==> src/rtl/serial_word_packer.sv <==
// serial_word_packer
// Assembles a framed serial bit stream into WIDTH-bit words for the clk_1
// write side of the dual-clock word buffer. A finished word is held while
// buffer_full is high and strobed with a one-cycle data_1_en pulse once the
// buffer can take it. Delivered words are counted; restarts mid-word,
// frame starts arriving while a word is held, and parity errors are flagged.
//
// Optional feature: define SERIAL_PACKER_PARITY_EN to expect one even-parity
// bit after the WIDTH data bits. Without it there is no PAR state and
// parity_err is tied low.
module serial_word_packer #(
  parameter int WIDTH     = 16,
  parameter bit MSB_FIRST = 1'b1
) (
  input  logic             clk_1,
  input  logic             rst,
  input  logic             ser_in,
  input  logic             ser_valid,
  input  logic             ser_start,
  input  logic             buffer_full,
  output logic [WIDTH-1:0] data_1,
  output logic             data_1_en,
  output logic             overflow,
  output logic             resync,
  output logic             parity_err,
  output logic [7:0]       words_sent
);

  localparam int CNT_W = $clog2(WIDTH + 1);

  typedef enum logic [1:0] {
    IDLE  = 2'd0,
    SHIFT = 2'd1,
`ifdef SERIAL_PACKER_PARITY_EN
    PAR   = 2'd2,
`endif
    HOLD  = 2'd3
  } state_t;

  state_t           state_q, state_d;
  logic [CNT_W-1:0] cnt_q, cnt_d;
  logic [WIDTH-1:0] shreg_q, shreg_d;
  logic [WIDTH-1:0] data_d;
  logic             en_d, ovf_d, resync_d;
  logic [7:0]       words_d;
  logic [WIDTH-1:0] shifted, first_bit, word;
  logic             complete;
`ifdef SERIAL_PACKER_PARITY_EN
  logic             perr_d;
`endif

  // State and registered outputs; rst is synchronous and overrides everything.
  // NOTE: sequential state uses non-blocking assignments so every flop samples
  // the pre-edge values, independent of statement order.
  always_ff @(posedge clk_1) begin
    if (rst) begin
      state_q    <= IDLE;
      cnt_q      <= '0;
      shreg_q    <= '0;
      data_1     <= '0;
      data_1_en  <= 1'b0;
      overflow   <= 1'b0;
      resync     <= 1'b0;
      words_sent <= '0;
    end else begin
      state_q    <= state_d;
      cnt_q      <= cnt_d;
      shreg_q    <= shreg_d;
      data_1     <= data_d;
      data_1_en  <= en_d;
      overflow   <= ovf_d;
      resync     <= resync_d;
      words_sent <= words_d;
    end
  end

`ifdef SERIAL_PACKER_PARITY_EN
  // Parity error pulse register.
  always_ff @(posedge clk_1) begin
    if (rst) parity_err <= 1'b0;
    else     parity_err <= perr_d;
  end
`else
  assign parity_err = 1'b0;
`endif

  // Next-state and next-output logic for the framing FSM.
  // NOTE: every signal written here gets a default first, so no path leaves
  // a value unassigned and no latch is inferred.
  always_comb begin
    shifted   = MSB_FIRST ? {shreg_q[WIDTH-2:0], ser_in} : {ser_in, shreg_q[WIDTH-1:1]};
    first_bit = MSB_FIRST ? {{(WIDTH-1){1'b0}}, ser_in} : {ser_in, {(WIDTH-1){1'b0}}};
    state_d   = state_q;
    cnt_d     = cnt_q;
    shreg_d   = shreg_q;
    data_d    = data_1;
    en_d      = 1'b0;
    ovf_d     = overflow;
    resync_d  = 1'b0;
    words_d   = words_sent;
    complete  = 1'b0;
    word      = '0;
`ifdef SERIAL_PACKER_PARITY_EN
    perr_d    = 1'b0;
`endif

    case (state_q)
      IDLE: begin
        if (ser_valid && ser_start) begin
          shreg_d = first_bit;
          cnt_d   = CNT_W'(1);
          state_d = SHIFT;
        end
      end
      SHIFT: begin
        if (ser_valid) begin
          if (ser_start) begin
            shreg_d  = first_bit;
            cnt_d    = CNT_W'(1);
            resync_d = 1'b1;
          end else begin
            shreg_d = shifted;
            cnt_d   = cnt_q + CNT_W'(1);
            if (cnt_q == CNT_W'(WIDTH - 1)) begin
`ifdef SERIAL_PACKER_PARITY_EN
              state_d = PAR;
`else
              complete = 1'b1;
              word     = shifted;
`endif
            end
          end
        end
      end
`ifdef SERIAL_PACKER_PARITY_EN
      PAR: begin
        if (ser_valid) begin
          if (ser_start) begin
            shreg_d  = first_bit;
            cnt_d    = CNT_W'(1);
            resync_d = 1'b1;
            state_d  = SHIFT;
          end else if (^{shreg_q, ser_in} == 1'b0) begin
            complete = 1'b1;
            word     = shreg_q;
          end else begin
            perr_d  = 1'b1;
            state_d = IDLE;
          end
        end
      end
`endif
      HOLD: begin
        if (ser_valid && ser_start) ovf_d = 1'b1;
        if (!buffer_full) begin
          en_d    = 1'b1;
          words_d = words_sent + 8'd1;
          state_d = IDLE;
        end
      end
      default: state_d = IDLE;
    endcase

    // A finished word is strobed at once if the buffer has room, else held.
    if (complete) begin
      data_d = word;
      if (!buffer_full) begin
        en_d    = 1'b1;
        words_d = words_sent + 8'd1;
        state_d = IDLE;
      end else begin
        state_d = HOLD;
      end
    end
  end

endmodule

==> config.mk <==
export PLATFORM = sky130hd
export DESIGN_NAME = serial_word_packer
export DESIGN_NICKNAME = d
export VERILOG_FILES = /design/src/rtl/serial_word_packer.sv
export SDC_FILE = /design/constraint.sdc
export NUM_CORES = 1
export LEC_CHECK = 0
export BUFFER_PORTS_ARGS = -buffer_cell sky130_fd_sc_hd__buf_2
export CELL_PAD_IN_SITES_DETAIL_PLACEMENT = 2
export CELL_PAD_IN_SITES_GLOBAL_PLACEMENT = 2
export CORE_UTILIZATION = 32
export DETAILED_ROUTE_END_ITERATION = 8
export PLACE_DENSITY_LB_ADDON = 0.15
export SKIP_LAST_GASP = 1
export SLEW_MARGIN = 40
export SYNTH_ARGS = -nofsm -noshare
export SYNTH_HDL_FRONTEND = slang
export SYNTH_SLANG_ARGS = --single-unit
==> constraint.sdc <==
create_clock -name clk_1 -period 2.19 [get_ports clk_1]
set_input_delay 0.1095 -clock clk_1 [delete_from_list [all_inputs] [get_ports clk_1]]
set_output_delay 0.1095 -clock clk_1 [all_outputs]
set_load 0.02 [all_outputs]
==> flow_metrics.tcl, run 1 <==
set metrics [dict create \
    core_um2 5642 \
    start_util 0.3418 \
    synth_edf_count 0 \
    clkSinkCount 49 \
    areaGrowthSynthToFinish_pct 19.92 \
    fp.dieW_um 79.62 \
    cap_violations 0 \
    p_leak_nw 0.9443 \
    peakVddDrop_mv 0.3536 \
    antenna_cells 0 \
    drcViolationCount 0 \
    dieArea_um2 6339 \
    cts_made_buffers 5 \
    yosys-top-cells-count "dfxtp_1, nand2_1, nor2_1" \
    path_cells "ha_1 -> and3_1 -> ha_2 -> and3b_2 -> o211ai_2 -> or4_1 -> a21oi_1" \
    dp.cells 315 \
    outcome "finished, final reports clean" \
    synth-seq-cells 49 \
    row_count 27 \
    vias_per_cell 5.096 \
    end_kind "flop" \
    worst_hold_slack_ps 70.15 \
    critPathBufInv 0 \
    fin_tns_setup_ps 0 \
    slew_headroom 0.5998 \
    cts_max_path_buffers 2 \
    cts_max_level 2 \
    place.gp.congestion 0.6830 \
    wire_per_inst_um 14.88 \
    powerDensity_nw_per_um2 757.4 \
    drive_gt1_frac 0.2191 \
    cts_tree "built" \
    synth_top_area_share 0.5088 \
    postRouteAntennaNets 0 \
    fin_crit_ps 1993 \
    synthArstFlopShare 0 \
    grt_overflow_total 0 \
    cts_setup_buffers 0 \
    final-seq-area_um2 980.9 \
    grt_max_degree 23 \
    ys_seq_area_frac 0.5088 \
    die_h_um 79.62 \
    critPathMaxStageDelay_ps 420 \
    setup_violations 0 \
    synth_cells 218 \
    syn_area_um2 1928 \
    required_ps 2420 \
    postCtsHoldBufs 0 \
    min_path_type "input port to flop" \
    min_period_over_period 0.9103 \
    grt_use_total 0.1596 \
    finalNetCount 259 \
    vias 1646 \
    worst_ep_arrival_time_ps 2220 \
    fmax_mhz 501.6 \
    synth_nets 227 \
    grt_first_pass_wirelength_um 7810 \
    synth.most_common_cell "dfxtp_1" \
    synth_cell_types 42 \
    hpwl_um 3248 \
    fillCellCount 651 \
    final_cells 323 \
    multiInputGateArea_um2 883.3 \
    cts-resized-gates 0 \
    hold_viol_final 0 \
    grt_pass1_vias 1629 \
    critical_path.top_delay_family "simple AND/OR/NAND/NOR gates" \
    antenna_found_initial 0 \
    slew_viol_final 0 \
    ioPinCount 34 \
    critPathMaxFanout 6 \
    worstMarginPinSlew_ps 599.7 \
    postSynthAreaPerCell_um2 8.844 \
    synth_top_area_cell "dfxtp_1" \
    netlist_top_cells_area "dfxtp_1, nand2_1, a22oi_1" \
    cts_root_buf "clkbuf_8" \
    start_kind "flop" \
    drtIter0Drc 67 \
    io_buffers 32 \
    clock_skew_ps 9.436 \
    path_clk_slew_ps 90 \
    drtPass1Iterations 4 \
    synthFlopType "dfxtp_1" \
    drt-total-wl_um 4806 \
    clk_latency_ps 300 \
    worstSetupPathType "flop to flop" \
    critPathSlowestCell "or4_1" \
    rsz0062_at_grt "no" \
    yosys_warnings 0 \
]
-- per-stage QoR --
stage / utilization / instance area [µm²] / setup WS, ps / total power [mW]
5_1_grt: 0.4098 / 2312 / 33.03 / 1.831
4_1_cts: 0.4079 / 2301 / 109.5 / 1.779
2_1_floorplan: - / 1928 / 350.5 / 0.9869
6_report: 0.4098 / 2312 / 196.5 / 1.751
3_5_place_dp: 0.3841 / 2167 / 151.2 / 1.017
3_3_place_gp: 0.3830 / 2161 / 95.59 / 1.016
-- power by group --
part / internal (mW) / switching (mW)
clock network: 0.454 / 0.300
logic: 0.0308 / 0.0629
registers: 0.898 / 0.00645
-- layer usage --
layer	global-route usage	up-vias	routed length, µm	share of wire
li1	-	811	-	-
met1	0.2080	799	2279	0.47
met2	0.2684	34	2294	0.48
met3	0.03543	2	216	0.045
met4	0.03273	0	15	0.0031
met5	0	-	0	0
-- layout by cell type (no fill, tap or decap), types with 2 or more instances in the layout --
cell type  instances
dfxtp_1           49
nand2_1           38
buf_2             32
nor2_1            28
a21oi_1           21
a22oi_1           16
buf_4              7
nor2b_1            5
clkbuf_8           5
xor2_1             4
inv_1              3
o21ai_0            3
o211ai_1           3
and3_1             2
a21o_1             2
mux2i_1            2
or3_1              2
ha_1               2
bufinv_16          2
-- final timing paths --
kind / depth (start not counted) / end / slack, ps / startpoint
setup / recovery: 7 / words_sent[7] / 200 / cnt_q[1]
hold reg to reg: 2 / data_1[5] / 460 / data_1[5]
hold / removal: 3 / shreg_q[0] / 70 / ser_in
setup reg to reg: 7 / words_sent[7] / 200 / cnt_q[1]
-- flip-flops by register name, indices dropped and copies added (netlist names), named ones only --
register,flops
data_1,16
words_sent,6
shreg_q,15
cnt_q,5
overflow,1
data_1_en,1
state_q,2
resync,1
-- kinds of logic (layout without fill, tap and decap cells) --
group                    after synthesis  after routing  synth area share
adder cells (fa/ha/maj)                3              3           0.01947
flip-flops                            49             49            0.5088
multiplexers                           3              3           0.01622
AO/OA/AOI/OAI                         55             55            0.1888
other                                  1              1          0.001945
AND/OR/NAND/NOR                       86             86            0.2044
XOR/XNOR                               4              4           0.01817
buffers and inverters                 17             50           0.04218
-- cell type report --
type                    count  area share
multi-input cells         152      0.3820
inverters                   3    0.004870
clock inverters             3     0.02814
flip-flops and latches     49      0.4242
clock buffers               5     0.02976
repair buffers             39     0.09199
well taps                  72     0.03896
-- worst register-to-register path: stages (launching register included) --
cell and delay, ps:
dfxtp_1 370, ha_1 200, and3_1 170, ha_2 210, and3b_2 260, o211ai_2 150, or4_1 420, a21oi_1 140
Note: power is estimated with default switching activity, not from simulation.
==> run 2: changes to the inputs <==
- CTS_BUF_LIST: default -> sky130_fd_sc_hd__clkbuf_16
==> run 2 against run 1 <==
Compared with the run above:
- flip-flop and latch count did not move
- sequential share of layout area fell by 1.0 points
- final cell count unchanged
- largest power group is now clock
==> flow_metrics.tcl, run 2 (synthesis results as in run 1) <==
set metrics [dict create \
    outcome "finished, final reports clean" \
    row_count 27 \
    final_cell_mix "dfxtp_1, nand2_1, buf_2" \
    peakVddDrop_mv 0.4370 \
    cts_tree "built" \
    place_area_um2 2167 \
    antenna_found_initial 0 \
    grt_overflow_total 0 \
    largest_reg_flops 16 \
    cts_setup_buffers 0 \
    cts_max_level 2 \
    hpwl_um 3248 \
    drcViolationCount 0 \
    final_common_cell "dfxtp_1" \
    postLayoutSetupSlackWorst_ps 195.0 \
    dieArea_um2 6339 \
    min_path_type "input port to flop" \
    die_h_um 79.62 \
    drive_gt1_frac 0.2191 \
    clkSinkCount 49 \
    place.gp.congestion 0.6830 \
    cts_made_buffers 5 \
    ioPinCount 34 \
    clk_latency_ps 290 \
    setup_violations 0 \
    final_util 0.4198 \
    design_area_um2 2369 \
    core_um2 5642 \
    hold_viol_final 0 \
    start_kind "flop" \
    antenna_cells 0 \
    fmax_mhz 501.3 \
    top_regs "data_1: 16 flops, shreg_q: 15 flops, words_sent: 6 flops" \
    largest-register "data_1" \
    grt_max_degree 23 \
    vias_per_cell 5.105 \
    cts_root_buf "clkbuf_16" \
    worst_hold_slack_ps 79.64 \
    fin_crit_ps 1995 \
    drtPass1Iterations 4 \
    min_period_over_period 0.9110 \
    p_leak_nw 0.9700 \
    rsz0062_at_grt "no" \
    worstMarginPinSlew_ps 606.3 \
    cap_violations 0 \
    slew_headroom 0.5954 \
    place_ws_ps 151.2 \
    wire_per_inst_um 15.36 \
    fin_tns_setup_ps 0 \
    critPathMaxFanout 6 \
    powerDensity_nw_per_um2 837.5 \
    worst_ep_arrival_time_ps 2220 \
    grt_pass1_vias 1659 \
    start_util 0.3418 \
    path_clk_slew_ps 70 \
    fp.dieW_um 79.62 \
    end_kind "flop" \
    cts_max_path_buffers 2 \
    worstSetupPathType "flop to flop" \
    drt-total-wl_um 4961 \
    grt_first_pass_wirelength_um 8017 \
    finalNetCount 259 \
    areaGrowthSynthToFinish_pct 22.84 \
    postCtsHoldBufs 0 \
    clock_skew_ps 7.985 \
    drtIter0Drc 39 \
    vias 1649 \
    required_ps 2410 \
    grt_use_total 0.1667 \
    postRouteAntennaNets 0 \
    slew_viol_final 0 \
    io_buffers 32 \
]
## run 2: area by class of cell
type | instances | area [µm²]
timing repair buffer | 39 | 212.7
sequential | 49 | 980.9
multi-input combinational | 152 | 883.3
tap | 72 | 90.09
clock inverter | 3 | 65.06
fill | 637 | 3273
inverter | 3 | 11.26
clock buffer | 5 | 125.1
## run 2: power breakdown
part / switching (mW) / leakage (nW) / internal, mW / total [mW]
sequential: 0.00635 / 0.395 / 0.898 / 0.905
clock: 0.333 / 0.0938 / 0.652 / 0.985
combinational: 0.0630 / 0.481 / 0.0308 / 0.0938
## run 2: per-layer routing
layer / GRT usage / up-vias / share of wire
li1: - / 815 / -
met1: 0.2011 / 802 / 0.46
met2: 0.2915 / 28 / 0.50
met3: 0.03886 / 4 / 0.034
met4: 0.04909 / 0 / 0.0052
met5: 0 / - / 0
## run 2: final timing paths
path / from / endpoint / slack, ps / cells past startpoint
worst max register to register: cnt_q[1] / words_sent[7] / 200 / 7
worst min register to register: data_1[12] / data_1[12] / 460 / 2
worst min-delay path: ser_in / shreg_q[0] / 80 / 3
worst max-delay path: cnt_q[1] / words_sent[7] / 200 / 7
## run 2: per-stage QoR
stage | cells | total power [mW]
finish | 323 | 1.984
global route | 323 | 2.058
CTS | 323 | 2.010
detailed placement | 315 | 1.017
global placement | 315 | 1.016
floorplan | 218 | 0.9869
## run 2: critical path, cell delays in order, from the launching register on
cell	delay (ps)
dfxtp_1	360
ha_1	200
and3_1	170
ha_2	210
and3b_2	260
o211ai_2	150
or4_1	420
a21oi_1	140
## run 2: repair_timing
item	CTS	global route
endpoints found under the setup margin	0	3
resized for setup	0	2
endpoints found under the hold margin	0	0
==> run 3: changes to the inputs <==
==> constraint.sdc (replaced) <==
create_clock -name clk_1 -period 2.2 [get_ports clk_1]
set_input_delay 0.11 -clock clk_1 [delete_from_list [all_inputs] [get_ports clk_1]]
set_output_delay 0.11 -clock clk_1 [all_outputs]
set_load 0.1 [all_outputs]
==> run 3 against run 2 <==
Compared with the run above:
- sequential power decreased by 0.4%
- clock-buffer cell count is the same
- sequential share of layout area increased by 1.1 points
- non-clock buffer count is the same
- combinational power grew 13%
- utilization fell by 1.1 points
- clock power fell by 27%
- worst hold slack improved by 3.5 ps
- flip-flop and latch count unchanged
- via count down 0.49%
==> flow_metrics.tcl, run 3 (synthesis results as in run 1) <==
set metrics [dict create \
    io_buffers 32 \
    p_int_mw 1.332 \
    drive_gt1_frac 0.2040 \
    clk_latency_ps 290 \
    hpwl_um 3277 \
    outcome "finished, final reports clean" \
    grt_use_total 0.1686 \
    final_util 0.4092 \
    grt_pass1_vias 1688 \
    cap_violations 0 \
    maxUsedRoutingLayer "met4" \
    cts_root_buf "clkbuf_16" \
    largest_reg_flops 16 \
    worstMarginPinSlew_ps 630.5 \
    cts_max_level 2 \
    fin_tns_setup_ps 0 \
    finalPower_mw 1.729 \
    postRouteAntennaNets 0 \
    peakVddDrop_mv 0.2812 \
    start_util 0.3418 \
    pwr-share-comb 0.061 \
    final_cell_mix "dfxtp_1, nand2_1, buf_2" \
    die_h_um 79.62 \
    place_area_um2 2167 \
    pwr-share-seq 0.521 \
    drt-met1-wl_um 2382 \
    wire_per_inst_um 14.72 \
    postLayoutSetupSlackWorst_ps 176.5 \
    cts_tree "built" \
    place_ws_ps 132.9 \
    fp.dieW_um 79.62 \
    min_period_over_period 0.9198 \
    powerDensity_nw_per_um2 749.1 \
    ioPinCount 34 \
    critPathSlowestCell "or4_1" \
    min_path_type "input port to flop" \
    row_count 27 \
    finalNetCount 259 \
    reg2reg_slack_ps 180 \
    critPathMaxStageDelay_ps 430 \
    fin_crit_ps 2024 \
    place.gp.congestion 0.6783 \
    drcViolationCount 0 \
    met2_length_um 2140 \
    cts_max_path_buffers 2 \
    postCtsHoldBufs 0 \
    pwr-share-clk 0.418 \
    fmax_mhz 494.2 \
    antenna_found_initial 0 \
    core_um2 5642 \
    slew_headroom 0.5792 \
    dieArea_um2 6339 \
    grt_first_pass_wirelength_um 8197 \
    slew_viol_final 0 \
    vias_per_cell 5.096 \
    grt_overflow_total 0 \
    end_kind "flop" \
    clock_skew_ps 6.040 \
    largest-register "data_1" \
    drtIter0Drc 69 \
    worstSetupPathType "flop to flop" \
    design_area_um2 2308 \
    antenna_cells 0 \
    rsz0062_at_grt "no" \
    dp.cells 315 \
    cts_made_buffers 5 \
    p_leak_nw 0.9459 \
    worst_hold_slack_ps 83.15 \
    drtPass1Iterations 3 \
    path_cells "ha_1 -> and3_1 -> ha_1 -> and3b_2 -> o211ai_2 -> or4_1 -> a21oi_1" \
    clkSinkCount 49 \
    switching_power_uw 397.1 \
    areaGrowthSynthToFinish_pct 19.73 \
    final_cells 322 \
    met3_length_um 161 \
    hold_viol_final 0 \
    setup_violations 0 \
    worst_ep_arrival_time_ps 2240 \
    crit_top_cell "ha_1" \
    required_ps 2420 \
    path_clk_slew_ps 70 \
    critPathMaxFanout 6 \
    start_kind "flop" \
    drt-total-wl_um 4740 \
    vias 1641 \
    top_regs "data_1: 16 flops, shreg_q: 15 flops, words_sent: 6 flops" \
    switching_share 0.2296 \
    grt_max_degree 22 \
    final_common_cell "dfxtp_1" \
]
## run 3: changes by cell type in the layout (fill, tap and decap cells not counted), sizes merged
cell / previous run / this run
inv: 3 / 4
bufinv: 2 / 0
## run 3: final cells by class
type | count | area (µm²)
fill | 631 | 3333
sequential | 49 | 980.9
multi-input combinational | 152 | 880.8
timing repair buffer | 39 | 212.7
clock buffer | 5 | 125.1
tap | 72 | 90.09
inverter | 3 | 11.26
clock inverter | 2 | 7.507
## run 3: power by group through the flow
stage	Clock [mW]	Sequential, mW	Combinational, mW
floorplan	0	0.926	0.0684
global placement	0	0.920	0.103
detailed placement	0	0.921	0.105
CTS	0.748	0.900	0.105
global route	0.782	0.901	0.119
finish	0.723	0.901	0.106
## run 3: worst paths after layout
| kind | start | endpoint | cells after the start |
|---|---|---|---|
| setup / recovery | cnt_q[1] | words_sent[7] | 7 |
| hold / removal | ser_in | shreg_q[0] | 3 |
| setup reg to reg | cnt_q[1] | words_sent[7] | 7 |
| hold reg to reg | data_1[5] | data_1[5] | 2 |
## run 3: timing repair
action	4_1_cts	5_1_grt
endpoints found under the hold margin	0	0
setup endpoints to repair	0	1
setup buffers	0	0
gates resized for setup	0	1
## run 3: worst max-delay path: cells and delay by family (launching register included)
| kind | cells | cell delay, ps |
|---|---|---|
| adders and majority gates | 2 | 430 |
| AOI/OAI and AO/OA | 2 | 300 |
| and+or+nand+nor | 3 | 870 |
| DFF | 1 | 360 |
## run 3: per-layer routing
layer  up-vias  GRT usage
li1        815          -
met3         6    0.04114
met2        28     0.2752
met4         0    0.04909
met5         -          0
met1       792     0.2184
